==> config.mk <==
export PLATFORM = sky130hd
export DESIGN_NAME = clk_enable_scheduler
export DESIGN_NICKNAME = d
export VERILOG_FILES = /design/src/rtl/clk_enable_scheduler.sv
export SDC_FILE = /design/constraint.sdc
export NUM_CORES = 1
export LEC_CHECK = 0
export BUFFER_PORTS_ARGS = -buffer_cell sky130_fd_sc_hd__buf_4
export CORE_MARGIN = 1.5
export CORE_UTILIZATION = 53
export CTS_BUF_LIST = sky130_fd_sc_hd__clkbuf_8 sky130_fd_sc_hd__clkbuf_16
export CTS_CLUSTER_DIAMETER = 60
export DETAILED_ROUTE_END_ITERATION = 6
export GPL_TIMING_DRIVEN = 0
export PLACE_DENSITY = 0.8
export SLEW_MARGIN = 40
export SYNTH_ARGS = -nofsm -noshare
export SYNTH_HDL_FRONTEND = slang
export SYNTH_SLANG_ARGS = --single-unit
==> constraint.sdc <==
create_clock -name clk -period 3.2 [get_ports clk]
set_input_delay 0.64 -clock clk [delete_from_list [all_inputs] [get_ports clk]]
set_output_delay 0.64 -clock clk [all_outputs]
set_load 0.1 [all_outputs]
==> src/rtl/clk_enable_scheduler.sv <==
// Round-robin scheduler that lends one programmable tick generator to N requesters,
// issuing a burst of single-cycle clock-enable strobes to the current owner.
module clk_enable_scheduler #(
    parameter int unsigned N  = 4,
    parameter int unsigned LW = 8,
    parameter int unsigned DW = 8
) (
    input  logic            clk,
    input  logic            reset,
    input  logic [N-1:0]    req,
    input  logic [N*LW-1:0] req_len,
    input  logic [DW-1:0]   div,
    output logic [N-1:0]    grant,
    output logic [N-1:0]    ce,
    output logic [N-1:0]    done,
    output logic            aborted,
    output logic            busy
);

    localparam int unsigned IW = (N > 1) ? $clog2(N) : 1;

    typedef enum logic [1:0] {StIdle, StRun, StDone} state_e;

    state_e          state_q, state_d;
    logic [IW-1:0]   idx_q, idx_d;
    logic [IW-1:0]   ptr_q, ptr_d;
    logic [DW-1:0]   per_q, per_d;
    logic [DW-1:0]   cnt_q, cnt_d;
    logic [LW-1:0]   left_q, left_d;
    logic            aborted_q, aborted_d;

    logic            found;
    logic [IW-1:0]   pick;
    int unsigned     j;
    logic            ce_due;
    logic [N-1:0]    owner_oh;

    // First active request at or after the round-robin pointer, wrapping modulo N.
    always_comb begin
        found = 1'b0;
        pick  = '0;
        j     = 0;
        for (int unsigned k = 0; k < N; k++) begin
            j = (32'(ptr_q) + k) % N;
            if (!found && req[j]) begin
                found = 1'b1;
                pick  = IW'(j);
            end
        end
    end

    assign ce_due   = (state_q == StRun) && (cnt_q == per_q - DW'(1));
    assign owner_oh = N'(1) << idx_q;

    always_comb begin
        state_d   = state_q;
        idx_d     = idx_q;
        ptr_d     = ptr_q;
        per_d     = per_q;
        cnt_d     = cnt_q;
        left_d    = left_q;
        aborted_d = aborted_q;
        case (state_q)
            StIdle: begin
                if (found) begin
                    idx_d     = pick;
                    per_d     = (div == '0) ? DW'(1) : div;
                    left_d    = req_len[pick*LW +: LW];
                    cnt_d     = '0;
                    aborted_d = 1'b0;
                    state_d   = (req_len[pick*LW +: LW] == '0) ? StDone : StRun;
                end
            end
            StRun: begin
                cnt_d = ce_due ? '0 : cnt_q + DW'(1);
                if (ce_due) begin
                    left_d = left_q - LW'(1);
                end
                // A strobe due in the same cycle as a dropped request still counts.
                if (ce_due && left_q == LW'(1)) begin
                    state_d   = StDone;
                    aborted_d = 1'b0;
                end else if (!req[idx_q]) begin
                    state_d   = StDone;
                    aborted_d = 1'b1;
                end
            end
            StDone: begin
                state_d = StIdle;
                ptr_d   = (32'(idx_q) == N - 1) ? '0 : idx_q + IW'(1);
            end
            default: state_d = StIdle;
        endcase
    end

    always_ff @(posedge clk or posedge reset) begin
        if (reset) begin
            state_q   <= StIdle;
            idx_q     <= '0;
            ptr_q     <= '0;
            per_q     <= DW'(1);
            cnt_q     <= '0;
            left_q    <= '0;
            aborted_q <= 1'b0;
        end else begin
            state_q   <= state_d;
            idx_q     <= idx_d;
            ptr_q     <= ptr_d;
            per_q     <= per_d;
            cnt_q     <= cnt_d;
            left_q    <= left_d;
            aborted_q <= aborted_d;
        end
    end

    assign grant   = (state_q != StIdle) ? owner_oh : '0;
    assign ce      = ce_due ? owner_oh : '0;
    assign done    = (state_q == StDone) ? owner_oh : '0;
    assign aborted = (state_q == StDone) && aborted_q;
    assign busy    = (state_q != StIdle);

endmodule

* Word-level counts from Yosys, hierarchy flattened *
Index checks and enable logic that the tools add are counted.
W data, S select, Z words.

storage, ports and cells
  output and inout port bits = 14
  register bits = 31

cells by class
  reductions and logical operators = 19
  add/sub/neg operators = 7
  shifts and indexed selects = 2
  multiplexer cells = 38
  $lt $le $gt $ge = 5
  equal/unequal tests = 8

operators with widths
  operator               number
  $mux W8                5
  $pmux W8 S2            2
  $shiftx A32 B6 Y8      1
  $mux W2                9
  $logic_not A8 Y1       2
  $sub A8 B1 Y8 const B  2
  $lt A2 B3 Y1 const B   5
  $mux W1                12
  $mux W4                3
  $bmux W1 S2            5
  $add A8 B1 Y8 const B  1
  $eq A8 B1 Y1 const B   1
  $eq A8 B8 Y1           1
  $logic_and A1 B1 Y1    6
  $reduce_and A2 Y1      3
  $reduce_and A3 Y1      2
  $add A2 B1 Y2 const B  2
  $add A2 B2 Y2 const B  2
  $eq A2 B2 Y1 const B   2
  $ne A2 B2 Y1 const B   2
  $pmux W2 S2            1
  $reduce_bool A2 Y1     2
  $shl A1 B2 Y4 const A  1
  $logic_not A1 Y1       3
  other kinds (4)        4

* Depth between registers and ports, before layout *
Gate-level depths: netlist of run 1.

  word-level depth = 17
  depth in mapped cells = 10
  depth with buffers taken out = 9

* Worst setup path after synthesis of run 1 *
OpenSTA, ideal clock, no wires.

  path type = register to output
  start point = register per_q[1]
  end point = output ce[0]
  arrival time = 2.914 ns
  setup slack = -0.354 ns
  stages on the path, launching flop included = 6
  cell sequence = dfrtp_1 or4_4 o21a_1 or4_4 a2111oi_4 and3_1

on the way
  cells in the longest elaborated chain, start to end = 4

ends and longest elaborated chain
  element                   RTL line  text
  start: declaration        27        logic [DW-1:0] per_q, per_d;
  start signal: assignment  109       per_q <= per_d;
  $sub A8 B1 Y8             52        assign ce_due = (state_q == StRun) && (cnt_q == per_q - DW'(1));
  $eq A8 B8 Y1              52
  $logic_and A1 B1 Y1       52
  $mux W4                   117       assign ce = ce_due ? owner_oh : '0;
  end: declaration          14        output logic [N-1:0] ce,

Every way passes these cells.

* Worst setup path in the final report of run 1 *
  start point = register per_q[1]
  end point = output ce[3]

Same word-level chain as after synthesis.

==> results.json, run 1 <==
{
  "grt_overflow_total": 0,
  "dp_cells": 363,
  "r2r.worst_path.cells": 9,
  "placed_area_sq_mm": 0.00277,
  "cp_cell_sequence": "or4_4 > o21a_1 > or4_4 > a2111oi_4 > and3_4 > buf_12",
  "ant_nets": 0,
  "drtIter0Drc": 97,
  "remaining_drc_errors": 0,
  "wl_per_cell_um": 15.7,
  "synth_area_leaders": "dfrtp_1 33%, mux2i_1 11%, nand2_1 5.2%",
  "final_nets": 381,
  "ctsHoldBuffers": 0,
  "cp.arrival_ns": 2.82,
  "max_slew_margin": 0.559,
  "firstDrtPassIters": 4,
  "finalHoldViolCount": 0,
  "fin_crit_sh": 1.08,
  "viasPerCell": 5.67,
  "hpwl_mm": 4.15,
  "cellPowerDensity_mw_per_mm2": 947,
  "ir_worst_vdd_uv": 477,
  "reg2reg_slack_ns": 0.25,
  "critical_path.top_delay_family": "simple AND/OR/NAND/NOR gates",
  "ys_seq_area_frac": 0.345,
  "synthCells": 254,
  "grt_use_total": 0.275,
  "cts-root-buf": "clkbuf_8",
  "numPortBuffers": 59,
  "fp-row-count": 23,
  "grt_max_degree": 32,
  "wl_mm": 5.94,
  "grt_pass1_wl_mm": 9.39,
  "synth-edff-count": 0,
  "antenna_cells": 0,
  "cp-start-kind": "flip-flop",
  "ys_ff_latch": 31,
  "antenna_found_initial": 0,
  "nFillCells": 279,
  "final_common_cell": "buf_4",
  "max_freq_mhz": 289,
  "synth_top_area_frac": 0.333,
  "die_w_um": 68.2,
  "finalInstanceArea_sq_mm": 0.00302,
  "dieArea_sq_mm": 0.00465,
  "layout-drive-gt1-share": 0.296,
  "syn_area_per_cell_sq_um": 8.88,
  "min_period_ns": 3.46,
  "slowest_stage": "or4_4",
  "vias": 2142,
  "htreeDepth": 2,
  "rsz0062_at_grt": "yes",
  "crit_path_max_fanout": 5,
  "synth_cell_types": 49,
  "synthArstFlopShare": 1.00,
  "clock_sinks": 31,
  "layout_common_cells": "63 x buf_4, 31 x nand2_1, 28 x dfrtp_1, 25 x mux2i_1, 19 x nor2_1",
  "finalMaxSlewViolations": 0,
  "ys.flop_type": "dfrtp_1",
  "insertion_delay_ns": 0.30,
  "setup_viol": 4,
  "worst_setup_path_end_kind": "output port",
  "grt_pass1_vias": 2040,
  "core_area_sq_mm": 0.00406,
  "critPathKind": "reg2out",
  "clock_skew_ns": 0.00577,
  "routabilityCongestion": 0.853,
  "cts_max_path_buffers": 2,
  "synth_top_area_cell": "dfrtp_1",
  "start_util": 0.556,
  "clk_pin_slew_ns": 0.07,
  "cts_buffers": 5,
  "synth_nets": 308,
  "final_cell_count_no_fill": 378,
  "worst-path-buf-inv": 1,
  "fin_ws_ns": -0.257,
  "status": "finished with violations",
  "crit-reg2reg-capture": "left_q[2]$_DFFE_PP0P_",
  "worst_pin_slew_ns": 0.661,
  "drv_cap": 0,
  "syn_to_final_growth_pct": 34.0,
  "cpMostUsedCell": "or4_4",
  "max_stage_delay_ns": 0.54,
  "cts_tree": "done",
  "min-delay-path-class": "in2async",
  "violations": "negative setup slack",
  "synthesis.area_sq_mm": 0.00225,
  "yosys_warnings": 0,
  "critical_path_required_ns": 2.56,
  "die_y_um": 68.2,
  "r2r_start": "per_q[1]$_DFFE_PP0P_",
  "leakage_nw": 1.45,
  "pin_count": 60
}
## metrics by stage
| stage | total power, mW | TNS, ns | util | worst slack [ns] | hold WS, ns |
|---|---|---|---|---|---|
| floorplan | 2.00 | -0.305 | - | -0.0762 | 0.452 |
| global placement | 2.33 | -0.745 | 0.681 | -0.188 | 0.472 |
| detailed placement | 2.37 | -0.870 | 0.681 | -0.224 | 0.489 |
| CTS | 2.82 | -0.743 | 0.743 | -0.191 | 0.466 |
| global route | 3.06 | -1.31 | 0.745 | -0.332 | 0.488 |
| finish | 2.86 | -1.01 | 0.745 | -0.257 | 0.434 |
## flip-flops by register name (all words and copies together), names as in the netlist
name       cells
state_q        2
aborted_q      1
idx_q          2
per_q          8
cnt_q          8
left_q         8
ptr_q          2
## kinds of logic (layout without fill, tap and decap cells)
family	count (synthesis)	count (layout)	share of synthesized area
and+or+nand+nor	99	99	0.224
AOI/OAI and AO/OA	55	55	0.167
DFF	31	31	0.345
muxes	27	27	0.126
buffers and inverters	20	94	0.0394
xor gates and xnor gates	14	14	0.0544
adders and majority gates	8	8	0.0444
## per-layer routing
metal,global-route usage,part of all wire,up-vias,wire (um)
met2,0.482,0.51,52,3010
li1,-,-,1056,-
met4,0.0775,0.013,0,78
met3,0.0839,0.045,9,270
met5,0,0,-,0
met1,0.323,0.43,1025,2580
## worst max-delay path by stage
stage | start | to | slack (ns) | cells after the start
finish | per_q[1]$_DFFE_PP0P_ | ce[3] | -0.26 | 6
global route | per_q[1]$_DFFE_PP0P_ | ce[3] | -0.33 | 6
CTS | per_q[1]$_DFFE_PP0P_ | ce[0] | -0.19 | 6
detailed placement | per_q[2]$_DFFE_PP0P_ | ce[0] | -0.22 | 6
global placement | per_q[2]$_DFFE_PP0P_ | ce[0] | -0.19 | 6
floorplan | per_q[1]$_DFFE_PP0P_ | ce[0] | -0.08 | 5
## area by class of cell
cell class / count / area [sq um] / area share
multi-input cells: 203 / 1440 / 0.477
clock inverters: 1 / 3.75 / 0.00124
repair buffers: 66 / 546 / 0.181
well taps: 50 / 62.6 / 0.0207
clock buffers: 7 / 96.3 / 0.0319
plain buffers: 9 / 47.5 / 0.0157
inverters: 11 / 43.8 / 0.0145
flip-flops and latches: 31 / 779 / 0.258
## power breakdown
group          total, mW  internal, mW  switching (mW)
combinational       1.75         0.675            1.08
clock              0.346         0.193           0.153
sequential         0.762         0.564           0.198
total               2.86          1.43            1.43
## worst register-to-register path, delay by kind of cell (launching register included)
| family | cells | cell delay (ns) |
|---|---|---|
| compound gates | 5 | 1.08 |
| simple gates | 2 | 0.98 |
| buf+inv | 2 | 0.40 |
| flops | 1 | 0.38 |
## cell usage after synthesis, types with 7 or more instances
cell,number
o21ai_0,14
inv_1,11
nor3_1,7
mux2i_1,25
nor2b_1,8
ha_1,8
xnor2_1,8
nor2_1,19
a21oi_1,10
and3_1,7
nand2_1,31
dfrtp_1,30
## timing repair
action,CTS,global route
endpoints found under the setup margin,4,4
resized for setup,24,1
pin swaps,7,0
endpoints found under the hold margin,0,0
setup buffers,7,0
(Power assumes the default switching activity.)
==> inputs of run 2 (changes only) <==
--- a/config.mk
+++ b/config.mk
@@ -5,14 +5,15 @@
 export SDC_FILE = /design/constraint.sdc
 export NUM_CORES = 1
 export LEC_CHECK = 0
+export ABC_AREA = 1
 export BUFFER_PORTS_ARGS = -buffer_cell sky130_fd_sc_hd__buf_4
 export CORE_MARGIN = 1.5
-export CORE_UTILIZATION = 53
+export CORE_UTILIZATION = 55
 export CTS_BUF_LIST = sky130_fd_sc_hd__clkbuf_8 sky130_fd_sc_hd__clkbuf_16
 export CTS_CLUSTER_DIAMETER = 60
 export DETAILED_ROUTE_END_ITERATION = 6
 export GPL_TIMING_DRIVEN = 0
-export PLACE_DENSITY = 0.8
+export PLACE_DENSITY = 0.81
 export SLEW_MARGIN = 40
 export SYNTH_ARGS = -nofsm -noshare
 export SYNTH_HDL_FRONTEND = slang
==> run 2 against run 1 <==
Critical path type unchanged. Synthesized area is 16% higher. Core utilization is 2.7 points lower. The run now ends clean. Sequential share of layout area is 1.6 points lower. Setup slack better by 0.44 ns. Clock power is 14% lower. Sequential power is 3.8% lower.
==> results.json, run 2 <==
{
  "status": "finished clean",
  "clock_skew_ns": 0.00680,
  "reg2reg_slack_ns": 0.85,
  "min_period_ns": 3.01,
  "synth_cell_types": 32,
  "ys.flop_type": "dfrtp_1",
  "max_slew_margin": 0.564,
  "ir_worst_vdd_uv": 568,
  "layout-drive-gt1-share": 0.248,
  "final_nets": 509,
  "p_total_mw": 3.87,
  "start_util": 0.584,
  "die_w_um": 71.9,
  "cts_tree": "done",
  "r2r_start": "per_q[0]$_DFFE_PP1P_",
  "final_common_cell": "nand2_1",
  "numPortBuffers": 59,
  "insertion_delay_ns": 0.29,
  "cts_max_path_buffers": 2,
  "antenna_found_initial": 0,
  "wl_mm": 6.35,
  "max_freq_mhz": 332,
  "grt_pass1_vias": 2513,
  "critPathKind": "reg2out",
  "fp-row-count": 24,
  "cp-start-kind": "flip-flop",
  "synth_nets": 443,
  "htreeDepth": 2,
  "max_stage_delay_ns": 0.54,
  "drv_cap": 0,
  "crit_path_start": "per_q[0]$_DFFE_PP1P_",
  "ys_ff_latch": 31,
  "antenna_cells": 0,
  "syn_area_per_cell_sq_um": 6.71,
  "clock_sinks": 31,
  "fin_crit_sh": 0.942,
  "finalInstanceArea_sq_mm": 0.00321,
  "layout_common_cells": "102 x nand2_1, 61 x nand3_1, 59 x buf_4, 44 x inv_1, 31 x nor2_1",
  "grt_use_total": 0.260,
  "synth_area_leaders": "dfrtp_1 29%, nand2_1 15%, nand3_1 12%",
  "grt_pass1_wl_mm": 10.7,
  "yosys_warnings": 0,
  "crit-reg2reg-capture": "left_q[0]$_DFFE_PP0P_",
  "wl_met2_mm": 3.04,
  "cp_cell_sequence": "inv_2 > ha_1 > nand3_1 > xor2_1 > or2_2 > nand3_1 > nor2_2 > nand3_2 > nor2_1 > buf_4",
  "firstDrtPassIters": 5,
  "min-delay-path-class": "in2async",
  "worst_pin_slew_ns": 0.652,
  "vias": 2692,
  "cpMostUsedCell": "nand3_1",
  "endpoint": "ce[3]",
  "slowest_stage": "dfstp_2",
  "cts-root-buf": "clkbuf_8",
  "synth_top_area_frac": 0.287,
  "rsz0062_at_grt": "no",
  "viasPerCell": 5.30,
  "synthesis.area_sq_mm": 0.00261,
  "synthCells": 389,
  "synthArstFlopShare": 1.00,
  "pin_count": 60,
  "crit_path_max_fanout": 5,
  "remaining_drc_errors": 0,
  "ctsHoldBuffers": 0,
  "synth_top_area_cell": "dfrtp_1",
  "cellPowerDensity_mw_per_mm2": 1210,
  "worst_setup_path_end_kind": "output port",
  "cts_buffers": 5,
  "ys_seq_area_frac": 0.298,
  "grt_overflow_total": 0,
  "wl_per_cell_um": 12.5,
  "synth-edff-count": 0,
  "reg_top3": "cnt_q x8, left_q x8, per_q x8",
  "ant_nets": 0,
  "synthTopCellsByCount": "102 x nand2_1, 61 x nand3_1, 43 x inv_1",
  "clk_pin_slew_ns": 0.07,
  "syn_to_final_growth_pct": 22.9,
  "finalHoldViolCount": 0,
  "core_area_sq_mm": 0.00447,
  "top_layer_used": "met4",
  "setup_viol": 0,
  "wl_met3_um": 335,
  "finalMaxSlewViolations": 0,
  "hpwl_mm": 4.85,
  "critical_path_required_ns": 2.56,
  "wl_met1_mm": 2.88,
  "routabilityCongestion": 0.856,
  "dieArea_sq_mm": 0.00517,
  "grt_max_degree": 32,
  "cp.arrival_ns": 2.37,
  "leakage_nw": 1.69,
  "die_y_um": 71.9,
  "r2r.worst_path.cells": 12,
  "placed_area_sq_mm": 0.00312,
  "drtIter0Drc": 121,
  "synth.most_common_cell": "nand2_1"
}
-- run 2: cell count changes in the layout (fill, tap and decap cells not counted), moves of 12 or more --
cell,previous run,this run
nand2_1,31,102
nand3_1,3,61
inv_1,9,44
mux2i_1,25,0
nand2_2,0,21
nor2_1,19,31
-- run 2: cell type report --
type                            instances  area [sq um]
Clock inverter                          3          12.5
Inverter                               48           180
Fill cell                             375          1260
Buffer                                  9          77.6
Multi-Input combinational cell        301          1580
Tap cell                               52          65.1
Clock buffer                            5          68.8
Sequential cell                        31           777
Timing Repair Buffer                   59           447
-- run 2: power by group --
group | total (mW) | switching (mW) | leakage (nW) | internal, mW
registers | 0.733 | 0.161 | 0.389 | 0.572
clock network | 0.296 | 0.150 | 0.0505 | 0.146
logic | 2.84 | 1.90 | 1.25 | 0.941
-- run 2: worst min path at each step --
stage,from,to,slack (ns),depth (start not counted)
detailed placement,aborted_q$_DFFE_PP0P_,aborted_q$_DFFE_PP0P_,0.48,2
CTS,reset,left_q[0]$_DFFE_PP0P_,0.47,2
finish,reset,per_q[5]$_DFFE_PP0P_,0.45,2
global route,reset,state_q[1]$_DFFE_PP0P_,0.51,2
floorplan,aborted_q$_DFFE_PP0P_,aborted_q$_DFFE_PP0P_,0.44,2
global placement,aborted_q$_DFFE_PP0P_,aborted_q$_DFFE_PP0P_,0.46,2
-- run 2: critical path, delay by kind of cell, from the launching register on --
kind / cells / cell delay [ns]
flops: 1 / 0.54
xor+xnor: 1 / 0.19
simple gates: 6 / 0.79
buf+inv: 2 / 0.35
fa+ha+maj: 1 / 0.22
-- run 2: through the flow --
step	setup TNS (ns)	hold slack, ns	setup WS [ns]	cells	util
finish	0	0.446	0.187	508	0.717
CTS	0	0.466	0.0970	508	0.715
global placement	0	0.460	0.458	500	0.697
floorplan	-0.968	0.442	-0.242	389	-
detailed placement	0	0.477	0.437	500	0.697
global route	0	0.505	0.0283	508	0.717
-- run 2: logic make-up after synthesis --
group	after synthesis	share of synthesized area
flops	31	0.298
fa+ha+maj	8	0.0383
xor+xnor	20	0.0671
buf+inv	57	0.0987
compound gates	38	0.0776
simple gates	235	0.421
-- run 2: repair_timing --
item,in CTS,in global routing
endpoints found under the setup margin,0,4
resized for setup,0,2
setup buffers,0,0
-- run 2: metal layers --
metal | vias up | global-route usage
li1 | 1377 | -
met1 | 1223 | 0.318
met2 | 81 | 0.455
met3 | 11 | 0.0542
met4 | 0 | 0.0964
met5 | - | 0
